File: src/rtl/link_ddr_rx_pkg.sv
// link_ddr_rx_pkg: shared constants, types and helpers for the DDR link receive
// deserializer (link_ddr_rx_sipo) and its word FIFO (link_ddr_rx_fifo).
//   - default width constants for the link/core geometry
//   - beats(): number of link beats that make up one core word
//   - err_cause_e: debug encoding of the most recent protocol error
package link_ddr_rx_pkg;

  localparam int CHANNEL_WIDTH_DEF  = 8;
  localparam int NUM_CHANNELS_DEF   = 2;
  localparam int CORE_WIDTH_DEF     = 64;
  localparam int LG_FIFO_DEPTH_DEF  = 3;
  localparam int LG_CREDIT_DEC_DEF  = 1;

  // Number of beats of width channel_width*num_channels per core word.
  function automatic int beats(input int core_width, input int channel_width,
                               input int num_channels);
    return core_width / (channel_width * num_channels);
  endfunction

  typedef enum logic [1:0] {
    ERR_NONE           = 2'd0,
    ERR_VALID_MISMATCH = 2'd1,
    ERR_OVERFLOW       = 2'd2,
    ERR_UNDERFLOW      = 2'd3
  } err_cause_e;

endpackage

File: src/rtl/link_ddr_rx_fifo.sv
// link_ddr_rx_fifo: 2^lg_depth_p entry word FIFO with registered storage and
// valid/yumi handshake on the output.
// Ports:
//   io_clk_i, io_link_reset_i : clock, async active-high reset
//   v_i, data_i, ready_o      : push side (push happens when v_i & ready_o)
//   v_o, data_o, yumi_i       : pop side (head word; yumi_i consumes it)
// A push into a full FIFO succeeds only if a pop happens on the same edge.
// There is no bypass: a word pushed into an empty FIFO appears one cycle later.
module link_ddr_rx_fifo
  import link_ddr_rx_pkg::*;
#(
  parameter int width_p    = CORE_WIDTH_DEF,
  parameter int lg_depth_p = LG_FIFO_DEPTH_DEF
) (
  input  logic               io_clk_i,
  input  logic               io_link_reset_i,
  input  logic               v_i,
  input  logic [width_p-1:0] data_i,
  output logic               ready_o,
  output logic               v_o,
  output logic [width_p-1:0] data_o,
  input  logic               yumi_i
);

  localparam int DEPTH = 1 << lg_depth_p;

  // One extra pointer bit distinguishes full from empty when the low bits match.
  logic [lg_depth_p:0] r_wptr;
  logic [lg_depth_p:0] r_rptr;
  logic [width_p-1:0]  r_mem [DEPTH];

  logic w_full;
  logic w_empty;
  logic w_pop;
  logic w_push;

  assign w_full  = (r_wptr[lg_depth_p] != r_rptr[lg_depth_p]) &&
                   (r_wptr[lg_depth_p-1:0] == r_rptr[lg_depth_p-1:0]);
  assign w_empty = (r_wptr == r_rptr);
  assign w_pop   = yumi_i & ~w_empty;
  assign w_push  = v_i & (~w_full | w_pop);

  assign ready_o = ~w_full | w_pop;
  assign v_o     = ~w_empty;
  assign data_o  = r_mem[r_rptr[lg_depth_p-1:0]];

  // Pointer update; ignored pops (empty) and dropped pushes (full) leave state alone.
  always_ff @(posedge io_clk_i or posedge io_link_reset_i) begin
    if (io_link_reset_i) begin
      r_wptr <= '0;
      r_rptr <= '0;
    end else begin
      if (w_push) r_wptr <= r_wptr + (lg_depth_p + 1)'(1);
      if (w_pop)  r_rptr <= r_rptr + (lg_depth_p + 1)'(1);
    end
  end

  // Storage write; cleared on reset so the head word reads as zero afterwards.
  always_ff @(posedge io_clk_i or posedge io_link_reset_i) begin
    if (io_link_reset_i) begin
      for (int i = 0; i < DEPTH; i++) r_mem[i] <= '0;
    end else if (w_push) begin
      r_mem[r_wptr[lg_depth_p-1:0]] <= data_i;
    end
  end

endmodule

File: src/rtl/link_ddr_rx_sipo.sv
// link_ddr_rx_sipo: receive-side deserializer for the DDR link. Collects
// per-channel SDR beats (beat 0 = low bits) into core-width words, queues them
// in link_ddr_rx_fifo toward the core and returns credits as a toggling token.
// Ports:
//   io_clk_i, io_link_reset_i : clock, async active-high reset
//   io_valid_i, io_data_i     : per-channel beat valid and beat data
//   core_valid_o, core_data_o : FIFO head toward the core
//   core_yumi_i               : core consumes the head this cycle
//   token_o                   : toggles once per 2^lg_credit_decimation_p pops
//   error_o                   : sticky protocol error (mismatch/overflow/underflow)
module link_ddr_rx_sipo
  import link_ddr_rx_pkg::*;
#(
  parameter int channel_width_p        = CHANNEL_WIDTH_DEF,
  parameter int num_channels_p         = NUM_CHANNELS_DEF,
  parameter int core_width_p           = CORE_WIDTH_DEF,
  parameter int lg_fifo_depth_p        = LG_FIFO_DEPTH_DEF,
  parameter int lg_credit_decimation_p = LG_CREDIT_DEC_DEF
) (
  input  logic                                      io_clk_i,
  input  logic                                      io_link_reset_i,
  input  logic [num_channels_p-1:0]                 io_valid_i,
  input  logic [channel_width_p*num_channels_p-1:0] io_data_i,
  output logic                                      core_valid_o,
  output logic [core_width_p-1:0]                   core_data_o,
  input  logic                                      core_yumi_i,
  output logic                                      token_o,
  output logic                                      error_o
);

  localparam int B     = channel_width_p * num_channels_p;
  localparam int BEATS = beats(core_width_p, channel_width_p, num_channels_p);
  localparam int CNT_W = (BEATS > 1) ? $clog2(BEATS) : 1;

  logic [CNT_W-1:0]                  r_beat_cnt;
  logic [core_width_p-1:0]           r_word;
  logic [lg_credit_decimation_p-1:0] r_credit_cnt;
  logic                              r_token;
  err_cause_e                        r_err_cause;

  logic                    w_all_valid;
  logic                    w_mismatch;
  logic                    w_last;
  logic                    w_push;
  logic                    w_fifo_ready;
  logic                    w_overflow;
  logic                    w_underflow;
  logic                    w_pop;
  logic [core_width_p-1:0] w_word;

  assign w_all_valid = &io_valid_i;
  assign w_mismatch  = (|io_valid_i) & ~w_all_valid;
  assign w_last      = (r_beat_cnt == CNT_W'(BEATS - 1));
  assign w_push      = w_all_valid & w_last;
  assign w_overflow  = w_push & ~w_fifo_ready;
  assign w_underflow = core_yumi_i & ~core_valid_o;
  assign w_pop       = core_yumi_i & core_valid_o;

  // Word being assembled with the current beat merged into its slot, so the
  // last beat can be pushed on the same edge it is sampled.
  always_comb begin
    w_word = r_word;
    w_word[r_beat_cnt*B +: B] = io_data_i;
  end

  // Beat counter and shift register; mismatched and idle beats leave both alone.
  always_ff @(posedge io_clk_i or posedge io_link_reset_i) begin
    if (io_link_reset_i) begin
      r_beat_cnt <= '0;
      r_word     <= '0;
    end else if (w_all_valid) begin
      r_word     <= w_word;
      r_beat_cnt <= w_last ? '0 : r_beat_cnt + CNT_W'(1);
    end
  end

  link_ddr_rx_fifo #(
    .width_p    (core_width_p),
    .lg_depth_p (lg_fifo_depth_p)
  ) u_fifo (
    .io_clk_i        (io_clk_i),
    .io_link_reset_i (io_link_reset_i),
    .v_i             (w_push),
    .data_i          (w_word),
    .ready_o         (w_fifo_ready),
    .v_o             (core_valid_o),
    .data_o          (core_data_o),
    .yumi_i          (core_yumi_i)
  );

  // Credit counter; the token flips on the edge where the counter wraps to 0.
  always_ff @(posedge io_clk_i or posedge io_link_reset_i) begin
    if (io_link_reset_i) begin
      r_credit_cnt <= '0;
      r_token      <= 1'b0;
    end else if (w_pop) begin
      r_credit_cnt <= r_credit_cnt + lg_credit_decimation_p'(1);
      if (r_credit_cnt == '1) r_token <= ~r_token;
    end
  end

  // Last error cause; never returns to ERR_NONE, so it doubles as the sticky flag.
  always_ff @(posedge io_clk_i or posedge io_link_reset_i) begin
    if (io_link_reset_i) begin
      r_err_cause <= ERR_NONE;
    end else if (w_underflow) begin
      r_err_cause <= ERR_UNDERFLOW;
    end else if (w_overflow) begin
      r_err_cause <= ERR_OVERFLOW;
    end else if (w_mismatch) begin
      r_err_cause <= ERR_VALID_MISMATCH;
    end
  end

  assign token_o = r_token;
  assign error_o = (r_err_cause != ERR_NONE);

endmodule

File: config.mk
export PLATFORM = sky130hd
export DESIGN_NAME = link_ddr_rx_sipo
export DESIGN_NICKNAME = d
export VERILOG_FILES = /design/src/rtl/link_ddr_rx_pkg.sv /design/src/rtl/link_ddr_rx_fifo.sv /design/src/rtl/link_ddr_rx_sipo.sv
export SDC_FILE = /design/constraint.sdc
export NUM_CORES = 1
export LEC_CHECK = 0
export CAP_MARGIN = 25
export CORE_MARGIN = 3
export CORE_UTILIZATION = 40
export CTS_BUF_LIST = sky130_fd_sc_hd__clkbuf_4
export CTS_CLUSTER_SIZE = 25
export DETAILED_ROUTE_END_ITERATION = 6
export PLACE_DENSITY = 0.53
export SETUP_SLACK_MARGIN = 0.5
export SLEW_MARGIN = 20
export SYNTH_ARGS = -nofsm -noshare
export SYNTH_HDL_FRONTEND = slang
export SYNTH_SLANG_ARGS = --single-unit
File: constraint.sdc
create_clock -name io_clk_i -period 57.8 [get_ports io_clk_i]
set_input_delay 8.67 -clock io_clk_i [delete_from_list [all_inputs] [get_ports io_clk_i]]
set_output_delay 8.67 -clock io_clk_i [all_outputs]
set_load 0.02 [all_outputs]
==> metrics.md, run 1 <==
| Metric | Value |
|---|---|
| Nets | `1,950` |
| Die W | `266 um` |
| Top_reg_cell synth | `dfrtp_1` |
| Synth cell count leaders | `mux2_2 (605), dfrtp_1 (590), mux4_2 (128)` |
| Outcome | `completed` |
| Synth top area cells | `dfrtp_1 (54%), mux2_2 (25%), mux4_2 (11%)` |
| Crit path required time | `49.13 ns` |
| WL final | `66,600 um` |
| MaxCap Viol Count | `0` |
| CTS max path bufs | `3` |
| Yosys warns | `0` |
| Starting Density | `40.8%` |
| WL/cell | `23.1 um` |
| DRC | `0` |
| Detail Route Antenna Nets | `0` |
| Vias | `15,600` |
| Area grow syn2layout | `13.0%` |
| CP Class | `flop to primary output` |
| Postcts setup bufs | `0` |
| Tmin final | `13.43 ns` |
| Initial drt markers | `712` |
| FP Rows | `94` |
| Mapped Area | `0.0271 mm2` |
| Netlist cell types | `39` |
| Seq/Total Area, Yosys | `54.4%` |
| Inserted Clock Buffers | `166` |
| Max IR drop VDD | `0.0179 mV` |
| Post-DP HPWL | `38,100 um` |
| CORE AREA | `0.0665 mm2` |
| Pwr dens | `40.4 mW/mm2` |
| CP Data Arrival Time | `4.76 ns` |
| Min-Delay Path Class | `flop to flop` |
| Crit end category | `primary output` |
| Mapped Avg Cell Area | `15.5 um2` |
| Largest net degree at the start of global routing | `123` |
| Post-Syn Instances | `1,746` |
| DR pass1 iterations | `5` |
| Hold depth | `1` |
| Hold slack | `0.473 ns` |
| Worst Reg-to-Reg Cells | `7` |
| Most common cell in the netlist | `mux2_2` |
| Fraction of the cycle the final worst path needs | `23.2%` |
| Die H | `266 um` |
| Final Skew | `0.0628 ns` |
| Root buffer cell | `clkbuf_4` |
| Slew Viols, Final | `0` |
| Fmax | `0.0744 GHz` |
| Async SR Flop Fraction | `100%` |
| CTS tree | `built` |
| Clock slew at reported path FFs | `0.06 ns` |
| RR Endpoint | `u_fifo.r_mem[197]` |
| GR Util All Layers | `19.4%` |
| Clk sinks | `590` |
| R2r setup slk | `53.25 ns` |
| Pleak | `14.5 nW` |
| Least-Margin Pin Slew | `1.05 ns` |
| Crit-path max FO | `41` |
| Vias in the first global route | `17,000` |
| Hold path start | `token_o` |
| Share of layout cells above drive strength 1 | `51.5%` |
| Port Buffers | `87` |
| H-tree lvl count | `4` |
| Unrepaired setup endpoints after global routing | `false` |
| Post-synth top area cell | `dfrtp_1` |
| GRT overflow | `0` |
| Hold_buf cts | `0` |
| #FFs+latches synth | `590` |
| Initial antenna violation count | `1` |
| First-pass GRT wire length | `104,000 um` |
| Share of the synthesized area in the top cell type | `54.4%` |
| GP Congestion | `0.714` |
| CP Launch Type | `flop` |
| Vias per inst | `5.41` |
| Worst hold path endpoint | `token_o` |
| Final Setup Violations | `0` |
| Setup TNS | `0 ns` |
| Final Hold Fails | `0` |
| Worst R2R Start | `u_fifo.r_rptr[2]` |
| Post-synth EDFFs | `0` |
| Syn nets | `1,775` |
| Post-CTS sizing | `0` |
| DIE AREA | `0.0710 mm2` |
| Worst slew margin | `29.4%` |
| I/O pins | `88` |
| Clock Latency Late Sink | `0.96 ns` |
-- where the power goes --
group	total (mW)	internal [mW]	switching, mW
logic	0.340	0.150	0.191
registers	0.531	0.478	0.0535
clock network	0.366	0.195	0.171
-- cells in the final DEF, fill, tap and decap left out, drive strengths merged, types with 2 or more instances in the layout --
| cell type | instances |
|---|---|
| a211oi | 5 |
| a21oi | 8 |
| a22o | 16 |
| and4b | 2 |
| buf | 37 |
| bufinv | 2 |
| clkbuf | 239 |
| clkdlybuf4s50 | 87 |
| clkinv | 22 |
| dfrtp | 590 |
| ha | 8 |
| inv | 77 |
| mux2 | 626 |
| mux4 | 128 |
| nand2 | 11 |
| nand3 | 66 |
| nand4 | 2 |
| nor2 | 2 |
| nor3 | 2 |
| nor3b | 3 |
| o211ai | 2 |
| o21ai | 67 |
| xnor2 | 9 |
| xor2 | 3 |
-- how the worst max path moves through the flow --
stage	startpoint	to	slack (ns)	depth (start not counted)
after floorplan	io_link_reset_i	r_beat_cnt[0]	32.62	1
after global placement	io_link_reset_i	u_fifo.r_mem[206]	44.41	6
after detailed placement	io_link_reset_i	u_fifo.r_mem[268]	44.23	6
after CTS	u_fifo.r_rptr[0]	core_data_o[35]	44.02	5
after global routing	u_fifo.r_rptr[0]	core_data_o[39]	43.89	5
final	u_fifo.r_rptr[0]	core_data_o[51]	44.37	5
-- cell type report --
| type | count | area, um2 |
|---|---|---|
| Fill cell | 5934 | 35800 |
| Sequential cell | 590 | 14800 |
| Multi-Input combinational cell | 967 | 11400 |
| Clock buffer | 238 | 1790 |
| Timing Repair Buffer | 125 | 1210 |
| Tap cell | 864 | 1080 |
| Inverter | 71 | 274 |
| Clock inverter | 31 | 173 |
| Antenna cell | 1 | 2.50 |
-- kinds of logic after synthesis --
group | after synthesis | share of synthesized area [%]
adder cells (fa/ha/maj) | 8 | 0.369
buffers and inverters | 189 | 3.93
multiplexers | 754 | 36.6
AO/OA/AOI/OAI | 100 | 2.36
XOR/XNOR | 12 | 0.415
AND/OR/NAND/NOR | 93 | 1.90
flip-flops | 590 | 54.4
-- stage by stage --
stage          util [%]  setup slack, ns  total power, mW  cells  area (um2)
4_1_cts            46.0            44.02             1.26   2881       30600
5_1_grt            46.1            43.89             1.32   2887       30700
6_report           46.1            44.37             1.24   2887       30700
2_1_floorplan         -            32.62            0.773   1746       27100
3_5_place_dp       43.1            44.23            0.884   2612       28600
3_3_place_gp       43.0            44.41            0.875   2611       28600
-- registers in the layout, summed over array words and instances (netlist names) --
signal,count
u_fifo.r_mem,512
token_o,1
r_err_cause,2
u_fifo.r_wptr,4
r_beat_cnt,2
u_fifo.r_rptr,4
r_word,64
r_credit_cnt,1
-- routing by layer --
layer  GRT usage (%)  wire, um  vias to the layer above
li1                -         -                     6855
met2            31.2     32000                      267
met3            4.08      2420                       81
met5               0         0                        -
met1            26.6     31300                     8427
met4            5.84       951                        0
-- worst max-delay path: stages (launching register included) --
cell             delay, ns
dfrtp_4               0.78
buf_4                 0.66
buf_4                 0.83
mux4_2                0.63
mux2_2                0.28
clkdlybuf4s50_1       0.54
Note: power is estimated with default switching activity, not from simulation.
==> inputs of run 2 (changes only) <==
- PLACE_DENSITY: 0.53 -> 0.55
- clock period: 57.8 -> 11.28 ns (I/O delays scaled with it)
==> run 2 against run 1 <==
  * Register-to-register slack got worse by 46 ns
  * Flip-flop and latch count did not move
  * Clock skew fell by 0.025 ns
  * Setup slack got worse by 39 ns
  * Critical path type unchanged
  * Critical endpoint is now core_data_o[38]
  * Largest power group unchanged
==> metrics.md, run 2 (synthesized netlist as in run 1, its figures left out) <==
| Metric | Value |
|---|---|
| Met3 wire len | `2890 um (was 2420 um)` |
| Pwr dens | `210 mW/mm2 (was 40.4 mW/mm2)` |
| Fraction of the cycle the final worst path needs | `51.3%` |
| CTS tree | `built (unchanged)` |
| Inserted Clock Buffers | `163 (was 166)` |
| Seq. cell area | `0.0148 mm2 (unchanged)` |
| GR Util All Layers | `19.1% (was 19.4%)` |
| GRT overflow | `0 (unchanged)` |
| Top Layer Used | `met4 (unchanged)` |
| Clock Latency Late Sink | `0.95 ns (was 0.96 ns)` |
| DIE AREA | `0.0710 mm2 (unchanged)` |
| Least-Margin Pin Slew | `0.981 ns (was 1.05 ns)` |
| Pleak | `14.6 nW (was 14.5 nW)` |
| Min-Delay Path Class | `flop to flop (unchanged)` |
| CORE AREA | `0.0665 mm2 (unchanged)` |
| Final Setup Violations | `0 (unchanged)` |
| Crit-path max FO | `31 (was 41)` |
| Vias in the first global route | `17,000 (about the same)` |
| Post-DP HPWL | `37,300 um (was 38,100 um)` |
| Hold_buf cts | `0 (unchanged)` |
| Worst Reg-to-Reg Cells | `5 (was 7)` |
| Most common cell after layout, fill and taps aside | `mux2_2 (unchanged)` |
| Switching Share | `33.1% (was 33.6%)` |
| Fmax | `0.173 GHz` |
| Most flop-heavy register | `u_fifo.r_mem (unchanged)` |
| Comb pwr share | `27.4% (was 27.5%)` |
| Clock slew at reported path FFs | `0.05 ns (was 0.06 ns)` |
| Hold slack | `0.477 ns (was 0.473 ns)` |
| MaxCap Viol Count | `0 (unchanged)` |
| Post-CTS sizing | `0 (unchanged)` |
| CP Data Arrival Time | `4.09 ns (was 4.76 ns)` |
| Port Buffers | `87 (unchanged)` |
| Design area | `0.0309 mm2 (was 0.0307 mm2)` |
| Initial antenna violation count | `1 (unchanged)` |
| Worst slew margin | `33.9% (was 29.4%)` |
| Sequential Power Share | `41.7% (was 42.9%)` |
| WL/cell | `22.4 um (was 23.1 um)` |
| Postcts setup bufs | `0 (unchanged)` |
| Die H | `266 um (unchanged)` |
| Die W | `266 um (unchanged)` |
| Share of layout cells above drive strength 1 | `52.0% (was 51.5%)` |
| I/O pins | `88 (unchanged)` |
| Setup TNS | `0 ns (unchanged)` |
| Crit path required time | `9.59 ns (was 49.13 ns)` |
| Root buffer cell | `clkbuf_4 (unchanged)` |
| Outcome | `completed (unchanged)` |
| Largest register FFs | `512 (unchanged)` |
| Initial drt markers | `779 (was 712)` |
| NetSw | `2.15 mW (was 415 uW)` |
| Post-Place Cell Area | `0.0286 mm2 (about the same)` |
| WL met2 | `31,000 um (was 32,000 um)` |
| Starting Density | `40.8% (unchanged)` |
| GP Congestion | `0.711 (was 0.714)` |
| Pint | `4.35 mW (was 822 uW)` |
| Clk pwr share | `31.0% (was 29.6%)` |
| Detail Route Antenna Nets | `0 (unchanged)` |
| First-pass GRT wire length | `103,000 um (was 104,000 um)` |
| WL final | `65,300 um (was 66,600 um)` |
| DR pass1 iterations | `5 (unchanged)` |
| Multi-input logic area | `0.0113 mm2 (was 0.0114 mm2)` |
| Pwr Total | `6.49 mW (was 1.24 mW)` |
| Hold depth | `1 (unchanged)` |
| Largest net degree at the start of global routing | `168 (was 123)` |
| Final Hold Fails | `0 (unchanged)` |
| Max IR drop VDD | `0.104 mV (was 0.0179 mV)` |
| Fill cells | `5,837 (was 5,934)` |
| FP Rows | `94 (unchanged)` |
| Post-Place Cells | `2,609 (was 2,612)` |
| H-tree lvl count | `4 (unchanged)` |
| Clk sinks | `590 (unchanged)` |
| Biggest regs | `u_fifo.r_mem (512), r_word (64) (unchanged)` |
| Final Non-Filler Cells | `2,911 (was 2,887)` |
| CP Launch Type | `flop (unchanged)` |
| CP Class | `flop to primary output (unchanged)` |
| Unrepaired setup endpoints after global routing | `false (unchanged)` |
| Tmin final | `5.78 ns` |
| Vias | `15,600 (about the same)` |
| DRC | `0 (unchanged)` |
| Met1 wire length | `30,500 um (was 31,300 um)` |
| Area grow syn2layout | `14.0% (was 13.0%)` |
| Final Skew | `0.0374 ns (was 0.0628 ns)` |
| Slew Viols, Final | `0 (unchanged)` |
| Nets | `1,945 (was 1,950)` |
| Vias per inst | `5.36 (was 5.41)` |
| Crit end category | `primary output (unchanged)` |
| CTS max path bufs | `3 (unchanged)` |
| Most frequent cells in the layout | `mux2_2 (605), dfrtp_1 (587), clkbuf_4 (257), mux4_2 (128), clkdlybuf4s50_1 (87) (was mux2_2 (605), dfrtp_1 (587), clkbuf_4 (238), mux4_2 (128), clkdlybuf4s50_1 (87))` |
| R2r setup slk | `7.53 ns (was 53.25 ns)` |
-- run 2: cell count changes in the layout (fill, tap and decap cells not counted), sizes merged --
cell / before / now
clkbuf: 239 / 257
clkinvlp: 1 / 5
diode: 1 / 4
inv: 77 / 74
buf: 37 / 35
bufinv: 2 / 4
clkinv: 22 / 24
-- run 2: final cells by class --
class                           instances  share of cell area (%)
Timing Repair Buffer                  123                    4.06
Clock buffer                          256                    6.21
Inverter                               71                   0.874
Antenna cell                            4                  0.0324
Clock inverter                         36                   0.866
Multi-Input combinational cell        967                    36.7
Tap cell                              864                    3.50
Sequential cell                       590                    47.8
-- run 2: metal layers --
metal  GRT usage, %  vias to the layer above
met5              0                        -
met4           5.63                        0
met3           4.60                       85
met2           30.1                      306
met1           26.4                     8347
li1               -                     6874
-- run 2: stage by stage --
step                      utilization (%)  worst slack, ns
after CTS                            46.4             5.06
final                                46.5             5.50
after detailed placement             43.1             5.69
after global routing                 46.5             5.14
after global placement               43.0             5.57
after floorplan                         -             1.54
-- run 2: final timing paths --
check / endpoint / start
max: core_data_o[38] / u_fifo.r_rptr[0]
min: r_credit_cnt / r_credit_cnt
max reg2reg: u_fifo.r_mem[91] / u_fifo.r_rptr[0]
max in group asynchronous: u_fifo.r_mem[136] / io_link_reset_i
min reg2reg: r_credit_cnt / r_credit_cnt
min in group asynchronous: token_o / io_link_reset_i
-- run 2: power groups by stage --
| stage | Clock [mW] | Sequential, mW | Combinational, mW |
|---|---|---|---|
| floorplan | 0 | 2.61 | 1.35 |
| global placement | 0 | 2.73 | 1.75 |
| detailed placement | 0 | 2.75 | 1.78 |
| CTS | 2.10 | 2.71 | 1.79 |
| global route | 2.21 | 2.76 | 1.94 |
| finish | 2.01 | 2.71 | 1.78 |
-- run 2: critical path, cell delays in order (launching register included) --
cell and delay [ns]:
dfrtp_4 0.90, buf_4 0.51, buf_16 0.29, mux4_2 0.54
mux2_2 0.30, clkdlybuf4s50_1 0.55
==> inputs of run 3 (changes only) <==
- PLACE_DENSITY: 0.55 -> 0.53
- clock period: 11.28 -> 5.55 ns (I/O delays scaled with it)
==> run 3 against run 2 <==
  * Via count hardly changed
  * Setup slack got worse by 4.7 ns
  * First-iteration DRC count grew 8.0%
  * Clock power rose by 100%
  * Critical path depth down 1
  * Global-route usage is 0.35 points higher
  * Register-to-register slack got worse by 5.7 ns
  * Sequential power rose by 100%
==> metrics.md, run 3 (synthesized netlist as in run 1, its figures left out) <==
| Metric | Value |
|---|---|
| FP Rows | `94 (unchanged)` |
| R2r setup slk | `1.84 ns (was 7.53 ns)` |
| Largest register FFs | `512 (unchanged)` |
| Initial drt markers | `841 (was 779)` |
| M3 GR Usage | `4.08% (was 4.60%)` |
| Crit path required time | `4.72 ns (was 9.59 ns)` |
| GRT overflow | `0 (unchanged)` |
| RR Endpoint | `u_fifo.r_mem[278] (was u_fifo.r_mem[91])` |
| Outcome | `completed (unchanged)` |
| Busiest layer in global routing | `met2 (unchanged)` |
| MaxCap Viol Count | `0 (unchanged)` |
| H-tree lvl count | `4 (unchanged)` |
| Clock Latency Late Sink | `0.97 ns (was 0.95 ns)` |
| CP max-delay cell | `dfrtp_4 (unchanged)` |
| Root buffer cell | `clkbuf_4 (unchanged)` |
| Detail Route Antenna Nets | `0 (unchanged)` |
| CTS tree | `built (unchanged)` |
| Inserted Clock Buffers | `163 (unchanged)` |
| Worst Reg-to-Reg Cells | `5 (unchanged)` |
| Clk sinks | `590 (unchanged)` |
| Vias | `15,600 (about the same)` |
| Pre-CTS WS | `1.50 ns (was 5.69 ns)` |
| Starting Density | `40.8% (unchanged)` |
| Clock slew at reported path FFs | `0.07 ns (was 0.05 ns)` |
| Tmin final | `4.70 ns` |
| Hold_buf cts | `0 (unchanged)` |
| WL/cell | `22.9 um (was 22.4 um)` |
| Post-DP HPWL | `37,500 um (was 37,300 um)` |
| I/O pins | `88 (unchanged)` |
| Share of layout cells above drive strength 1 | `51.7% (was 52.0%)` |
| Postcts setup bufs | `0 (unchanged)` |
| Fraction of the cycle the final worst path needs | `84.8%` |
| Crit path max-delay family | `simple AND/OR/NAND/NOR gates (was buffers and inverters)` |
| Slew Viols, Final | `0 (unchanged)` |
| Min-Delay Path Class | `input pin to async pin (was flop to flop)` |
| Crit-path max FO | `45 (was 31)` |
| CTS max path bufs | `3 (unchanged)` |
| Die H | `266 um (unchanged)` |
| CORE AREA | `0.0665 mm2 (unchanged)` |
| CP bufs+invs | `1 (was 3)` |
| Design area | `0.0310 mm2 (was 0.0309 mm2)` |
| Final Skew | `0.0612 ns (was 0.0374 ns)` |
| Critical Path, Cell by Cell | `xnor2_1, and3_1, nand2_1, clkdlybuf4s50_1 (was buf_4, buf_16, mux4_2, mux2_2, clkdlybuf4s50_1)` |
| DRC | `0 (unchanged)` |
| Post-layout util | `46.6% (was 46.5%)` |
| Largest net degree at the start of global routing | `134 (was 168)` |
| Area grow syn2layout | `14.2% (was 14.0%)` |
| DR pass1 iterations | `5 (unchanged)` |
| Most flop-heavy register | `u_fifo.r_mem (unchanged)` |
| Initial antenna violation count | `2 (was 1)` |
| Vias in the first global route | `17,200 (was 17,000)` |
| Final Worst Setup Slack | `0.846 ns (was 5.50 ns)` |
| Vias per inst | `5.38 (was 5.36)` |
| Unrepaired setup endpoints after global routing | `false (unchanged)` |
| Post-Place Cell Area | `0.0288 mm2 (was 0.0286 mm2)` |
| Post-Place Cells | `2,617 (was 2,609)` |
| Crit end category | `primary output (unchanged)` |
| Pwr dens | `424 mW/mm2 (was 210 mW/mm2)` |
| DIE AREA | `0.0710 mm2 (unchanged)` |
| GP Congestion | `0.703 (was 0.711)` |
| Most frequent cells in the layout | `mux2_2 (605), dfrtp_1 (587), clkbuf_4 (239), mux4_2 (128), clkdlybuf4s50_1 (87) (was mux2_2 (605), dfrtp_1 (587), clkbuf_4 (257), mux4_2 (128), clkdlybuf4s50_1 (87))` |
| Pleak | `14.6 nW (about the same)` |
| Nets | `1,951 (was 1,945)` |
| CP Data Arrival Time | `3.87 ns (was 4.09 ns)` |
| Fmax | `0.213 GHz` |
| CP startpoint | `u_fifo.r_rptr[1] (was u_fifo.r_rptr[0])` |
| GR Util All Layers | `19.4% (was 19.1%)` |
| Final Non-Filler Cells | `2,901 (was 2,911)` |
| Least-Margin Pin Slew | `1.09 ns (was 0.981 ns)` |
| Most common cell after layout, fill and taps aside | `mux2_2 (unchanged)` |
| Met2 usage | `31.2% (was 30.1%)` |
| Max IR drop VDD | `0.291 mV (was 0.104 mV)` |
| CP Launch Type | `flop (unchanged)` |
| Post-CTS sizing | `0 (unchanged)` |
| Slowest stage delay, CP | `0.94 ns (was 0.90 ns)` |
| Fill cells | `5,866 (was 5,837)` |
| Final Setup Violations | `0 (unchanged)` |
| Port Buffers | `87 (unchanged)` |
| CP Class | `flop to primary output (unchanged)` |
| Final Hold Fails | `0 (unchanged)` |
| Biggest regs | `u_fifo.r_mem (512), r_word (64) (unchanged)` |
| WL final | `66,300 um (was 65,300 um)` |
| Die W | `266 um (unchanged)` |
| Worst slew margin | `26.8% (was 33.9%)` |
| First-pass GRT wire length | `104,000 um (was 103,000 um)` |
| Met1 usage | `26.4% (about the same)` |
| Worst R2R Start | `u_fifo.r_rptr[1] (was u_fifo.r_rptr[0])` |
run 3: cell count changes in the layout (fill, tap and decap cells not counted), moves of 2 or more:
| cell | delta |
|---|---|
| ha_1 | +2 |
| buf_6 | -2 |
| bufinv_16 | +2 |
| clkbuf_4 | -18 |
| buf_8 | +3 |
| buf_4 | -4 |
| ha_2 | -2 |
| buf_12 | +12 |
| buf_16 | -3 |
run 3: final cells by class:
class                      count  area [um2]  area share (%)
antenna                        4        10.0          0.0323
clock buffer                 239        1790            5.79
clock inverter                37         319            1.03
inverter                      71         270           0.872
multi-input combinational    967       11300            36.6
sequential                   590       14800            47.7
tap                          864        1080            3.49
timing repair buffer         129        1400            4.53
run 3: metal layers:
metal	routed length (um)	vias to the layer above	part of all wire, %
met3	2650	96	4.0
met5	0	-	0
li1	-	6892	-
met1	30700	8295	46
met4	1190	0	1.8
met2	31800	326	48
run 3: per-stage QoR:
step | TNS [ns] | hold slack [ns] | total power [mW]
after floorplan | -1962.25 | 0.447 | 8.05
after global placement | 0 | 0.460 | 9.09
after detailed placement | 0 | 0.463 | 9.21
after CTS | 0 | 0.250 | 13.4
after global routing | 0 | 0.309 | 14.0
final | 0 | 0.366 | 13.1
run 3: worst max path at each step:
stage               cells past startpoint  slack [ns]            end
CTS                                     4        0.65   core_valid_o
finish                                  4        0.85   core_valid_o
global placement                        6        1.55     r_word[49]
global route                            4        0.57   core_valid_o
detailed placement                      6        1.50     r_word[49]
floorplan                               1       -3.33  r_beat_cnt[0]
run 3: worst register-to-register path, stage by stage, from the launching register on:
cell	delay [ns]
dfrtp_4	0.94
xnor2_1	0.17
and3_1	0.54
a211oi_4	1.06
buf_12	0.40
mux2_2	0.43
run 3: where the power goes:
group          total [mW]  leakage (nW)  switching (mW)  internal (mW)
logic                3.60          5.20            2.02           1.59
registers            5.49          8.16           0.510           4.97
clock network        4.05          1.25            1.82           2.24
